===== config.mk =====
export PLATFORM = sky130hd
export DESIGN_NAME = column_reducer
export DESIGN_NICKNAME = d
export VERILOG_FILES = /design/src/rtl/column_reducer_pkg.sv /design/src/rtl/column_reducer_adder.sv /design/src/rtl/column_reducer.sv
export SDC_FILE = /design/constraint.sdc
export NUM_CORES = 1
export LEC_CHECK = 0
export CORE_AREA = 2 2 213 215
export CTS_CLUSTER_SIZE = 30
export DETAILED_ROUTE_END_ITERATION = 12
export DIE_AREA = 0 0 215 217
export PLACE_DENSITY = 0.76
export SYNTH_ARGS = -nofsm -noshare
export SYNTH_HDL_FRONTEND = slang
export SYNTH_HIERARCHICAL = 1
export SYNTH_SLANG_ARGS = --single-unit

===== constraint.sdc =====
create_clock -name in_clk -period 20.3 [get_ports in_clk]
set_clock_uncertainty 0.05 [all_clocks]
set_input_delay 4.06 -clock in_clk [delete_from_list [all_inputs] [get_ports in_clk]]
set_output_delay 4.06 -clock in_clk [all_outputs]
set_load 0.01 [all_outputs]

===== src/rtl/column_reducer_pkg.sv =====
// column_reducer_pkg: state encodings and float constants shared by the reducer, its adder and benches.
package column_reducer_pkg;
  localparam int FLOAT_WIDTH = 32;
  localparam logic [31:0] FP_ZERO = 32'h00000000;
  localparam logic [31:0] FP_ONE = 32'h3F800000;
  typedef enum logic [2:0] {S_IDLE, S_LOAD, S_ADD, S_WAIT, S_DONE} state_t;
  typedef enum logic [1:0] {A_GET_A, A_GET_B, A_CALC, A_PUT_Z} adder_state_t;
endpackage


===== src/rtl/column_reducer_adder.sv =====
// single_adder: IEEE-754 single-precision adder (round-to-nearest-even) behind a stb/ack handshake.
module single_adder
  import column_reducer_pkg::*;
(
  input  logic        clk,
  input  logic        rst,
  input  logic [31:0] input_a,
  input  logic        input_a_stb,
  output logic        input_a_ack,
  input  logic [31:0] input_b,
  input  logic        input_b_stb,
  output logic        input_b_ack,
  output logic [31:0] output_z,
  output logic        output_z_stb,
  input  logic        output_z_ack
);
  adder_state_t st;
  logic [31:0] a, b, xv, yv, sum;
  logic swap, rnd, a_nan, b_nan, a_inf, b_inf;
  logic [7:0] ex, ey;
  logic [23:0] mx, my;
  logic [8:0] d;
  logic [49:0] yw;
  logic [26:0] ys, m;
  logic [27:0] s;
  logic [4:0] lz, sh;
  logic [9:0] e;
  logic [30:0] mag;
  assign input_a_ack = st == A_GET_A;
  assign input_b_ack = st == A_GET_B;
  assign output_z_stb = st == A_PUT_Z;
  always_ff @(posedge clk) begin
    if (rst) begin
      st <= A_GET_A;
      a <= '0;
      b <= '0;
      output_z <= '0;
    end else begin
      unique case (st)
        A_GET_A: if (input_a_stb) begin a <= input_a; st <= A_GET_B; end
        A_GET_B: if (input_b_stb) begin b <= input_b; st <= A_CALC; end
        A_CALC:  begin output_z <= sum; st <= A_PUT_Z; end
        A_PUT_Z: if (output_z_ack) st <= A_GET_A;
        default: st <= A_GET_A;
      endcase
    end
  end
  // x is the larger magnitude; y is aligned into 24 mantissa bits plus guard, round and sticky
  always_comb begin
    swap = b[30:0] > a[30:0];
    xv = swap ? b : a;
    yv = swap ? a : b;
    ex = (xv[30:23] == 8'd0) ? 8'd1 : xv[30:23];
    ey = (yv[30:23] == 8'd0) ? 8'd1 : yv[30:23];
    mx = {|xv[30:23], xv[22:0]};
    my = {|yv[30:23], yv[22:0]};
    d = {1'b0, ex} - {1'b0, ey};
    yw = {my, 26'd0} >> ((d > 9'd26) ? 5'd26 : d[4:0]);
    ys = {yw[49:24], |yw[23:0]};
    s = (xv[31] == yv[31]) ? {1'b0, mx, 3'd0} + {1'b0, ys} : {1'b0, mx, 3'd0} - {1'b0, ys};
    lz = '0;
    for (int i = 0; i < 27; i++) if (s[i]) lz = 5'(26 - i);
    sh = ({3'd0, lz} < ex - 8'd1) ? lz : 5'(ex - 8'd1);
    m = s[27] ? {s[27:2], |s[1:0]} : s[26:0] << sh;
    e = s[27] ? {2'd0, ex} + 10'd1 : {2'd0, ex} - {5'd0, sh};
    rnd = m[2] & (m[3] | m[1] | m[0]);
    // a rounding carry out of the mantissa bumps the exponent field, including denormal to normal
    mag = {m[26] ? e[7:0] : 8'd0, m[25:3]} + {30'd0, rnd};
    sum = {xv[31], mag};
    if (e >= 10'd255) sum = {xv[31], 8'hFF, 23'd0};
    if (s == 28'd0) sum = {xv[31] & yv[31], 31'd0};
    a_nan = (&a[30:23]) & (|a[22:0]);
    b_nan = (&b[30:23]) & (|b[22:0]);
    a_inf = (&a[30:23]) & ~(|a[22:0]);
    b_inf = (&b[30:23]) & ~(|b[22:0]);
    if (a_nan | b_nan | (a_inf & b_inf & (a[31] ^ b[31]))) sum = 32'h7FC00000;
    else if (a_inf) sum = a;
    else if (b_inf) sum = b;
  end
endmodule


===== src/rtl/column_reducer.sv =====
// column_reducer: sums a packed column of floats in index order through one shared single_adder.
// COLUMN_BIAS_EN adds an in_bias port that seeds the accumulator, so size additions are performed.
module column_reducer
  import column_reducer_pkg::*;
#(
  parameter int size = 4,
  parameter int cell_width = FLOAT_WIDTH,
  parameter int width = cell_width * size
) (
  input  logic                  in_clk,
  input  logic                  in_reset,
  input  logic [width-1:0]      in_c,
`ifdef COLUMN_BIAS_EN
  input  logic [cell_width-1:0] in_bias,
`endif
  input  logic                  in_ready,
  input  logic                  out_ack,
  output logic                  out_ready,
  output logic [cell_width-1:0] out_sum
);
  localparam int CW = $clog2(size + 1);
`ifdef COLUMN_BIAS_EN
  localparam bit BIAS = 1'b1;
`else
  localparam bit BIAS = 1'b0;
`endif
  state_t state, next;
  logic [width-1:0] r_column;
  logic [cell_width-1:0] acc, elem, seed, z;
  logic [CW-1:0] counter, start;
  logic a_seen, b_seen, a_stb, b_stb, a_ack, b_ack, a_done, b_done, z_stb, z_ack, add_rst;
`ifdef COLUMN_BIAS_EN
  logic [cell_width-1:0] r_bias;
  assign seed = r_bias;
  assign start = '0;
`else
  assign seed = r_column[cell_width-1:0];
  assign start = CW'(1);
`endif
  always_comb begin
    elem = r_column[cell_width-1:0];
    for (int i = 0; i < size; i++) if (counter == CW'(i)) elem = r_column[i*cell_width +: cell_width];
    add_rst = state == S_IDLE;
    a_stb = (state == S_ADD) & ~a_seen;
    b_stb = (state == S_ADD) & ~b_seen;
    a_done = a_seen | (a_stb & a_ack);
    b_done = b_seen | (b_stb & b_ack);
    z_ack = (state == S_WAIT) & z_stb;
    unique case (state)
      S_IDLE:  next = in_ready ? S_LOAD : S_IDLE;
      S_LOAD:  next = (!BIAS && size == 1) ? S_DONE : S_ADD;
      S_ADD:   next = (a_done & b_done) ? S_WAIT : S_ADD;
      S_WAIT:  next = z_stb ? ((counter + CW'(1) == CW'(size)) ? S_DONE : S_ADD) : S_WAIT;
      S_DONE:  next = out_ack ? S_IDLE : S_DONE;
      default: next = S_IDLE;
    endcase
  end
  always_ff @(posedge in_clk or negedge in_reset) begin
    if (!in_reset) begin
      state <= S_IDLE;
      out_ready <= 1'b0;
      out_sum <= '0;
      counter <= '0;
      acc <= '0;
      a_seen <= 1'b0;
      b_seen <= 1'b0;
      r_column <= '0;
`ifdef COLUMN_BIAS_EN
      r_bias <= '0;
`endif
    end else begin
      state <= next;
      // seen flags only survive within ADD, so each new addition re-raises both strobes
      a_seen <= (state == S_ADD) & a_done;
      b_seen <= (state == S_ADD) & b_done;
      out_ready <= state == S_DONE;
      out_sum <= (state == S_DONE) ? acc : '0;
      if (state == S_IDLE && in_ready) begin
        r_column <= in_c;
`ifdef COLUMN_BIAS_EN
        r_bias <= in_bias;
`endif
      end
      if (state == S_LOAD) begin
        acc <= seed;
        counter <= start;
      end
      if (z_ack) begin
        acc <= z;
        counter <= counter + CW'(1);
      end
    end
  end
  single_adder u_adder (
    .clk(in_clk),
    .rst(add_rst),
    .input_a(acc),
    .input_a_stb(a_stb),
    .input_a_ack(a_ack),
    .input_b(elem),
    .input_b_stb(b_stb),
    .input_b_ack(b_ack),
    .output_z(z),
    .output_z_stb(z_stb),
    .output_z_ack(z_ack)
  );
endmodule


* Yosys cells after proc, flatten, opt, wreduce, memory -nomap -nowiden *
Cells that the tools add are included.

operators by class
  $add $sub $neg = 8
  order comparisons = 4
  equal/unequal tests = 15
  shift-type cells = 2
  muxes and demuxes = 60
  bitwise logic cells = 27
  reduce and logical (&&, ||, !) cells = 18

operator list
  cell                                                                     number
  32-bit 2-to-1 mux                                                        12
  5-bit 2-to-1 mux                                                         29
  50-bit by 5-bit right shift with 50-bit output                           1
  23-bit OR reduction                                                      2
  31-bit by 1-bit adder with 31-bit output                                 1
  31-bit > comparator                                                      1
  31-bit 2-to-1 mux                                                        1
  27-bit by 27-bit adder with 28-bit output                                1
  28-bit zero test                                                         1
  28-bit 2-to-1 mux                                                        1
  27-bit by 27-bit subtractor with 28-bit output                           1
  27-bit 2-to-1 mux                                                        1
  27-bit by 5-bit left shift with 27-bit output                            1
  8-bit 2-to-1 mux                                                         3
  24-bit OR reduction                                                      1
  1-bit bitwise AND                                                        16
  8-bit zero test                                                          2
  8-bit AND reduction                                                      2
  8-bit OR reduction                                                       2
  3-bit 2-to-1 mux                                                         5
  3-bit case mux with 5 select lines                                       1
  3-bit by 2-bit == test with 1-bit output (second input constant)         4
  10-bit by 8-bit >= comparator with 1-bit output (second input constant)  1
  10-bit 2-to-1 mux                                                        1
  other kinds (27)                                                         43

word-level totals
  bits in registers = 299
  input bits = 132
  output and inout bits = 33
  logic and storage cells = 146

* Longest topological paths before layout *
Gate-level depths: netlist (run 1).

  depth in word-level cells = 51
  gate-level depth with buffers = 81
  mapped depth without buffers = 72

* By module *
Netlist (run 1), hierarchy kept.

modules (own cells, without submodules)
  module          instances  cells an instance  area an instance (um^2)  sequential area each (um^2)
  single_adder    1          2218               15458.6                  1961.9
  column_reducer  1          617                9190.1                   5029.8

* Worst setup path after synthesis (run 1) *
Ideal clock, no wire load.

  path type = register to register
  from = reg u_adder.a[30]
  to = reg u_adder.output_z[11]
  setup time = 0.060 ns
  data arrival time = 14.973 ns
  required time = 20.190 ns
  path slack = 5.218 ns
  stages on the path, launching flop included = 74
  buffers on the path = 11
  clock period less this slack = 15.082 ns
  path through = dfxtp_1 inv_1 ha_1 nand4_1 or3_1 o21ai_2 o31ai_1 a21oi_2 buf_4 buf_2 buf_2 nor2_1 a21oi_1 inv_1 nor3_1 nand2_1 and2_1 ha_1 [38 not listed] clkbuf_1 clkbuf_1 fa_1 nor2b_1 o21ai_0 nand2b_1 xnor2_1 nand2_1 o21ai_0 nor3_1 and2_1 a31o_2 a21oi_1 a31oi_1 nor4_1 nor2b_1 clkbuf_1 a22o_1

on the way
  cells in the longest elaborated chain, start to end = 51
  elaborated cells on any way between the ends = 72
  those cells by class = 7 x add/sub; 4 x order compare; 1 x eq/ne; 2 x shift; 41 x mux; 9 x bitwise; 8 x reduce/logical

RTL lines
  element                                         RTL line                                                text
  start: declaration                              column_reducer_adder.sv:18                              logic [31:0] a, b, xv, yv, sum;
  start signal: assignment                        column_reducer_adder.sv:35                              a <= '0;
  start signal: assignment                        column_reducer_adder.sv:40                              A_GET_A: if (input_a_stb) begin a <= input_a; st <= A_GET_B; end
  31-bit > comparator                             column_reducer_adder.sv:50                              swap = b[30:0] > a[30:0];
  32-bit 2-to-1 mux (on tied branches)            column_reducer_adder.sv:51, column_reducer_adder.sv:52
  8-bit zero test (on tied branches)              column_reducer_adder.sv:53, column_reducer_adder.sv:54
  8-bit 2-to-1 mux (on tied branches)             column_reducer_adder.sv:53, column_reducer_adder.sv:54
  8-bit by 8-bit subtractor with 9-bit output     column_reducer_adder.sv:57                              d = {1'b0, ex} - {1'b0, ey};
  9-bit by 5-bit > comparator with 1-bit output   column_reducer_adder.sv:58                              yw = {my, 26'd0} >> ((d > 9'd26) ? 5'd26 : d[4:0]);
  5-bit 2-to-1 mux                                column_reducer_adder.sv:58
  50-bit by 5-bit right shift with 50-bit output  column_reducer_adder.sv:58
  [34 not listed]                                 --
  1-bit bitwise OR (2 in a row)                   column_reducer_adder.sv:66                              rnd = m[2] & (m[3] | m[1] | m[0]);
  1-bit bitwise AND                               column_reducer_adder.sv:66
  31-bit by 1-bit adder with 31-bit output        column_reducer_adder.sv:68                              mag = {m[26] ? e[7:0] : 8'd0, m[25:3]} + {30'd0, rnd};
  31-bit 2-to-1 mux                               column_reducer_adder.sv:70                              if (e >= 10'd255) sum = {xv[31], 8'hFF, 23'd0};
  32-bit 2-to-1 mux                               column_reducer_adder.sv:71                              if (s == 28'd0) sum = {xv[31] & yv[31], 31'd0};
  32-bit 2-to-1 mux                               column_reducer_adder.sv:78                              else if (b_inf) sum = b;
  32-bit 2-to-1 mux                               column_reducer_adder.sv:77                              else if (a_inf) sum = a;
  32-bit 2-to-1 mux *                             column_reducer_adder.sv:76                              if (a_nan | b_nan | (a_inf & b_inf & (a[31] ^ b[31]))) sum = 32'h7FC00000;
  end signal: assignment                          column_reducer_adder.sv:37                              output_z <= '0;
  end signal: assignment                          column_reducer_adder.sv:42                              A_CALC: begin output_z <= sum; st <= A_PUT_Z; end
  end: declaration                                column_reducer_adder.sv:13                              output logic [31:0] output_z,

Every way passes the cells marked *; elsewhere a longest branch is shown, timed or not.
A chain may end at the register's enable or synchronous reset.

* Worst setup path after layout (run 1) *
  from = reg u_adder.b[14]
  to = reg u_adder.output_z[16]

on the way
  cells in the longest elaborated chain, start to end = 51
  elaborated cells on any way between the ends = 73
  those cells by class = 7 x add/sub; 4 x order compare; 1 x eq/ne; 2 x shift; 41 x mux; 10 x bitwise; 8 x reduce/logical

RTL lines
  element                                         RTL line                                                text
  start: declaration                              column_reducer_adder.sv:18
  start signal: assignment                        column_reducer_adder.sv:36                              b <= '0;
  start signal: assignment                        column_reducer_adder.sv:41                              A_GET_B: if (input_b_stb) begin b <= input_b; st <= A_CALC; end
  31-bit > comparator                             column_reducer_adder.sv:50
  32-bit 2-to-1 mux (on tied branches)            column_reducer_adder.sv:51, column_reducer_adder.sv:52
  8-bit zero test (on tied branches)              column_reducer_adder.sv:53, column_reducer_adder.sv:54
  8-bit 2-to-1 mux (on tied branches)             column_reducer_adder.sv:53, column_reducer_adder.sv:54
  8-bit by 8-bit subtractor with 9-bit output     column_reducer_adder.sv:57
  9-bit by 5-bit > comparator with 1-bit output   column_reducer_adder.sv:58
  5-bit 2-to-1 mux                                column_reducer_adder.sv:58
  50-bit by 5-bit right shift with 50-bit output  column_reducer_adder.sv:58
  [34 not listed]                                 --
  1-bit bitwise OR (2 in a row)                   column_reducer_adder.sv:66
  1-bit bitwise AND                               column_reducer_adder.sv:66
  31-bit by 1-bit adder with 31-bit output        column_reducer_adder.sv:68
  31-bit 2-to-1 mux                               column_reducer_adder.sv:70
  32-bit 2-to-1 mux                               column_reducer_adder.sv:71
  32-bit 2-to-1 mux                               column_reducer_adder.sv:78
  32-bit 2-to-1 mux                               column_reducer_adder.sv:77
  32-bit 2-to-1 mux *                             column_reducer_adder.sv:76

Marks and branches as above.

==> results of run 1 <==
[placed cells by master, fill, tap and decap left out, types with 20 or more instances in the layout]
cell type and instances:
ha_1 112, a21o_1 24, buf_4 36, dfxtp_1 98
o2bb2ai_1 32, dfrtp_1 201, nor3_1 57, nand4_1 40
nor4_1 29, clkbuf_16 29, a21oi_1 210, and3_1 54
a211oi_1 76, nand3_1 59, xnor2_1 49, or3_1 20
a31oi_1 24, and2_1 21, o211ai_1 32, o22ai_1 30
nor2_1 187, inv_1 118, mux2_2 45, mux2i_1 74
nand2_1 322, o21ai_0 111, mux2_1 30, a221oi_1 37
mux2_4 101, a22o_1 52, clkdlybuf4s50_1 163, nand2b_1 29
[worst max-delay path: cells and delay by family (launching register included)]
kind / cells / cell delay (ns)
xor gates and xnor gates: 2 / 0.61
buffers and inverters: 7 / 1.46
AOI/OAI and AO/OA: 24 / 6.96
and+or+nand+nor: 25 / 7.28
DFF: 1 / 0.71
adders and majority gates: 6 / 2.08
[routing by layer]
| layer | share of wire [%] | up-vias |
|---|---|---|
| met4 | 5.6 | 0 |
| met1 | 41 | 11700 |
| li1 | - | 10700 |
| met2 | 45 | 1409 |
| met3 | 8.9 | 251 |
| met5 | 0 | - |
[cell usage after synthesis (all sizes together) (19+ instances only)]
library cell,n
nor4,35
or3,20
o21ai,124
o211ai,32
ha,114
mux2,176
a22o,52
a21o,26
dfrtp,201
buf,74
nand2b,29
and3,55
nand2,323
clkbuf,95
dfxtp,98
and2,23
nor3,64
o22ai,33
nand3,62
xnor2,50
nor2,191
a221oi,39
a211oi,84
mux2i,76
a31oi,27
nand4,43
o2bb2ai,32
o21bai,19
o21a,22
a21oi,216
inv,125
[per-stage QoR]
| step | util (%) | cell area, um^2 | std cells | setup WS, ns |
|---|---|---|---|---|
| final | 61.1 | 27300 | 3516 | 1.04 |
| after global routing | 61.1 | 27300 | 3516 | 0.0344 |
| after CTS | 61.1 | 27300 | 3516 | 1.16 |
| after detailed placement | 59.0 | 26400 | 3466 | 1.33 |
| after global placement | 59.0 | 26400 | 3466 | 1.64 |
| after floorplan | - | 24600 | 2835 | 5.22 |
[flip-flops by register name, indices dropped and copies added (netlist names)]
name              count
u_adder/a            32
acc                  32
a_seen                1
state                 3
r_column            128
counter               3
u_adder/output_z     32
out_ready             1
u_adder/b            32
out_sum              32
b_seen                1
u_adder/st            2
[kinds of logic (layout without fill, tap and decap cells)]
group	after synthesis	in the layout	synth area share, %
simple gates	938	938	19.2
compound gates	867	867	25.2
flops	299	299	28.4
buf+inv	296	377	5.95
mux	254	254	12.9
fa+ha+maj	117	117	6.03
xor+xnor	64	64	2.34
[area by class of cell]
type	count	area share, %
multi-input cells	2240	59.5
flip-flops and latches	299	25.6
repair buffers	200	7.02
clock buffers	34	2.84
well taps	600	2.75
inverters	127	1.76
clock inverters	16	0.495
[how the worst min path moves through the flow]
stage / end / slack, ns / start
6_report: u_adder/a[12] / 0.42 / u_adder/a[12]
3_5_place_dp: u_adder/a[12] / 0.40 / u_adder/a[12]
3_3_place_gp: u_adder/a[12] / 0.40 / u_adder/a[12]
2_1_floorplan: u_adder/a[12] / 0.39 / u_adder/a[12]
4_1_cts: u_adder/a[12] / 0.41 / u_adder/a[12]
5_1_grt: u_adder/a[12] / 0.43 / u_adder/a[12]
[repair_timing]
| action | in CTS | in global routing |
|---|---|---|
| hold buffers | 0 | 0 |
| setup buffers | 0 | 0 |
| setup endpoints to repair | 0 | 13 |
| gates resized for setup | 0 | 2 |
==> reports/qor.yml, run 1 <==
cts_buffer_depth: 3
num_rows: 78
hpwl_mm: 71.8
tightest_slew_ns: 1.37
drc_errors: 0
dieArea_mm2: 0.0467
die_h_um: 217
syn_inst: 2835
synth-edff-count: 0
numCtsBuffers: 27
die_x_um: 215
critical-path-slowest-cell: "nor4_2"
n_antenna_cell: 0
post_drt_wl_per_cell_um: 26.3
grt_max_degree: 115
synth_top_area_share_pct: 20.4
grtUsageMet1_pct: 52.3
clock_latency_ns: 0.57
start_util_pct: 55.1
first_iter_violations: 2779
fp.coreArea_mm2: 0.0447
grt_usage_pct: 38.8
rr_endpoint: "u_adder/output_z[16]"
hp-class: "flop to flop"
vias_per_cell: 6.84
layout.nets: 3144
status: "completed"
drive_gt1_share_pct: 11.6
setup_viol: 0
io_pins: 165
n_fill_cell: 3844
fin_crit_ns: 19.26
drv_slew: 0
synthArstFlopShare_pct: 67.2
fin_hold_ws_ns: 0.424
num_vias: 24100
busiest_layer: "met2"
synth_area_per_cell_um2: 8.69
synthFlopType: "dfrtp_1"
clk_pin_slew_ns: 0.07
rrSetupSlack_ns: 1.04
io_buffers: 164
ys_ff_latch: 299
grt_overflow: 0
regArea_mm2: 0.00699
r2r_cells: 64
hold_violations: 0
met2_usage_pct: 61.4
globalplace.congestion: 1.04
end_kind: "flop"
antenna_found_initial: 0
cp-startpoint: "u_adder/b[14]"
grt_pass1_vias: 23000
ant_nets: 0
min_period_over_period_pct: 94.9
use_met3_pct: 5.63
min_path_cells: 2
r2r-start: "u_adder/b[14]"
start_kind: "flop"
seq_area_frac_synth_pct: 28.4
endpoint: "u_adder/output_z[16]"
clock.fmax_ghz: 0.0519
rsz0062_at_grt: "no"
ys_top_cells_by_area: "dfrtp_1, dfxtp_1, mux2_4, ha_1, nand2_1"
path_class: "flop to flop"
yosysTopAreaCell: "dfrtp_1"
syn-num-nets: 3084
cts_tree: "yes"
synth_cell_types: 129
crit_fanout: 23
max_slew_margin_pct: 7.66
cts_root_buffer: "clkbuf_16"
worstPathArrival_ns: 19.70
grt_pass1_wl_mm: 141
required_ns: 20.74
max-cap-violations: 0
critical_path.most_common_cell: "ha_1"
fin_setup_tns_ns: 0
multi_input_area_mm2: 0.0163
routed_wl_mm: 92.6
dr.pass1.iters: 6
clock_sinks: 299
worst_path_largest_cell_delay_ns: 0.97
yosysWarnings: 6
syn_area_mm2: 0.0246
htreeDepth: 1
area_growth_pct: 10.8
Power of run 1 is not shown: default switching activity piles up to over one toggle a cycle in this logic, so the estimate is an artifact.
==> run 2: changes to the inputs <==
--- a/config.mk
+++ b/config.mk
@@ -9,6 +9,7 @@
 export CTS_CLUSTER_SIZE = 30
 export DETAILED_ROUTE_END_ITERATION = 12
 export DIE_AREA = 0 0 215 217
+export MAX_ROUTING_LAYER = met4
 export PLACE_DENSITY = 0.76
 export SYNTH_ARGS = -nofsm -noshare
 export SYNTH_HDL_FRONTEND = slang
==> run 2 against run 1 <==
Final cell count about the same; worst setup slack gained 0.048 ns; critical path depth increased by 2; core utilization grew 0.090 points; first-iteration DRC count increased by 9.5%; highest routed layer unchanged; count of clock-buffer cells in the layout rose by 7; fmax is 0.25% higher; wire length up 0.83%.
==> reports/qor.yml, run 2 (synthesized netlist as in run 1, its figures left out) <==
dieArea_mm2: 0.0467  # unchanged
crit_fanout: 17  # -26%
tightest_slew_ns: 1.44  # +0.0673 ns
die_h_um: 217  # unchanged
end_kind: "flop"
rsz0062_at_grt: "no"
grt_max_degree: 119  # +3.5%
regMostFlops: "r_column"
min_path_cells: 2  # unchanged
postCtsSetupBuffers: 0  # unchanged
dp.cells: 3462  # -0.12%
hp-start: "u_adder/a[19]"
fp.coreArea_mm2: 0.0447  # unchanged
routed_wl_mm: 93.4  # +0.83%
antenna_found_initial: 0  # unchanged
largest_reg_flops: 128  # unchanged
num_vias: 24300  # +1.0%
area_growth_pct: 10.9
layout_commonest_cell: "nand2_1"
fin_setup_tns_ns: 0  # unchanged
globalplace.congestion: 1.04  # -0.12%
grt_usage_pct: 40.2  # +1.4 points
status: "completed"
hold_violations: 0  # unchanged
max-cap-violations: 0  # unchanged
first_iter_violations: 3042  # +9.5%
min_period_over_period_pct: 94.6  # -0.24 points
r2r_cells: 66  # +3.1%
critical-path-slowest-cell: "nor4b_1"
clock_sinks: 299  # unchanged
rrSetupSlack_ns: 1.09  # +0.05 ns
max_slew_margin_pct: 2.79  # -4.9 points
cts_root_buffer: "clkbuf_16"
die_x_um: 215  # unchanged
drc_errors: 0  # unchanged
numCtsBuffers: 28  # +3.7%
post_drt_wl_per_cell_um: 26.6  # +0.89%
min_to: "u_adder/a[19]"
ctsResizeCount: 0  # unchanged
vias_per_cell: 6.92  # +1.1%
worst_path_largest_cell_delay_ns: 1.20  # +0.23 ns
fin_ws_ns: 1.09  # +0.0480 ns
io_buffers: 164  # unchanged
htreeDepth: 1  # unchanged
start_util_pct: 55.1  # unchanged
grt_overflow: 0  # unchanged
cp-startpoint: "u_adder/a[13]"
clk_pin_slew_ns: 0.07  # about the same
n_fill_cell: 3869  # +0.65%
layout.nets: 3141  # -0.095%
instances_no_fill: 3514  # -0.057%
cts_tree: "yes"
required_ns: 20.74  # about the same
postCtsHoldBufs: 0  # unchanged
hp-class: "flop to flop"
regArea_mm2: 0.00699  # unchanged
clock.fmax_ghz: 0.0521  # +0.25%
final_cell_mix: "nand2_1, a21oi_1, dfrtp_1"
place_ws_ns: 1.89  # +0.566 ns
num_rows: 78  # unchanged
drv_slew: 0  # unchanged
cts_buffer_depth: 3  # unchanged
grt_pass1_vias: 22900  # -0.70%
fin_crit_ns: 19.21  # -0.0480 ns
drive_gt1_share_pct: 11.3  # -0.30 points
dr.pass1.iters: 6  # unchanged
io_pins: 165  # unchanged
multi_input_area_mm2: 0.0162  # -0.12%
hpwl_mm: 71.1  # -0.93%
n_antenna_cell: 0  # unchanged
ant_nets: 0  # unchanged
setup_viol: 0  # unchanged
r2r-start: "u_adder/a[13]"
path_class: "flop to flop"
start_kind: "flop"
clock_latency_ns: 0.59  # +0.02 ns
worstPathArrival_ns: 19.65  # -0.05 ns
rr_endpoint: "u_adder/output_z[17]"
grt_pass1_wl_mm: 142  # +0.88%
run 2: cell types whose count changed in the layout (fill, tap and decap cells not counted), sizes merged:
| cell | previous run | this run |
|---|---|---|
| buf | 36 | 32 |
| bufinv | 1 | 4 |
| clkbuf | 35 | 42 |
| clkinv | 14 | 8 |
| clkinvlp | 0 | 1 |
| inv | 128 | 125 |
run 2: metal layers:
metal,vias to the layer above,track usage [%],part of all wire (%)
met5,-,-,0
li1,10700,-,-
met1,11800,53.3,41
met2,1488,61.8,45
met4,0,18.5,5.5
met3,272,4.67,9.1
run 2: cell type report:
cell class	instances	share of cell area, %
Clock buffer	41	3.00
Clock inverter	11	0.659
Inverter	127	1.76
Multi-Input combinational cell	2240	59.4
Sequential cell	299	25.6
Tap cell	600	2.75
Timing Repair Buffer	196	6.90
run 2: worst max-delay path: cells and delay by family (launching register included):
family	cells	cell delay (ns)
xor+xnor	3	1.82
flops	1	0.50
fa+ha+maj	6	1.64
compound gates	26	6.10
simple gates	24	7.73
buf+inv	6	0.99
mux	1	0.23
run 2: worst max-delay path by stage:
stage / slack, ns / cells after the start / to
4_1_cts: 1.76 / 64 / u_adder/output_z[17]
2_1_floorplan: 5.22 / 73 / u_adder/output_z[11]
3_3_place_gp: 2.49 / 65 / u_adder/output_z[17]
3_5_place_dp: 1.89 / 63 / u_adder/output_z[17]
5_1_grt: 0.001 / 64 / u_adder/output_z[17]
6_report: 1.09 / 66 / u_adder/output_z[17]
run 2: metrics by stage:
stage	hold WS (ns)	utilization, %	area, um^2
5_1_grt	0.449	61.2	27300
2_1_floorplan	0.386	-	24600
3_3_place_gp	0.396	58.9	26300
6_report	0.427	61.2	27300
4_1_cts	0.424	61.2	27300
3_5_place_dp	0.414	58.9	26300
Power of run 2 is left out for the same reason.
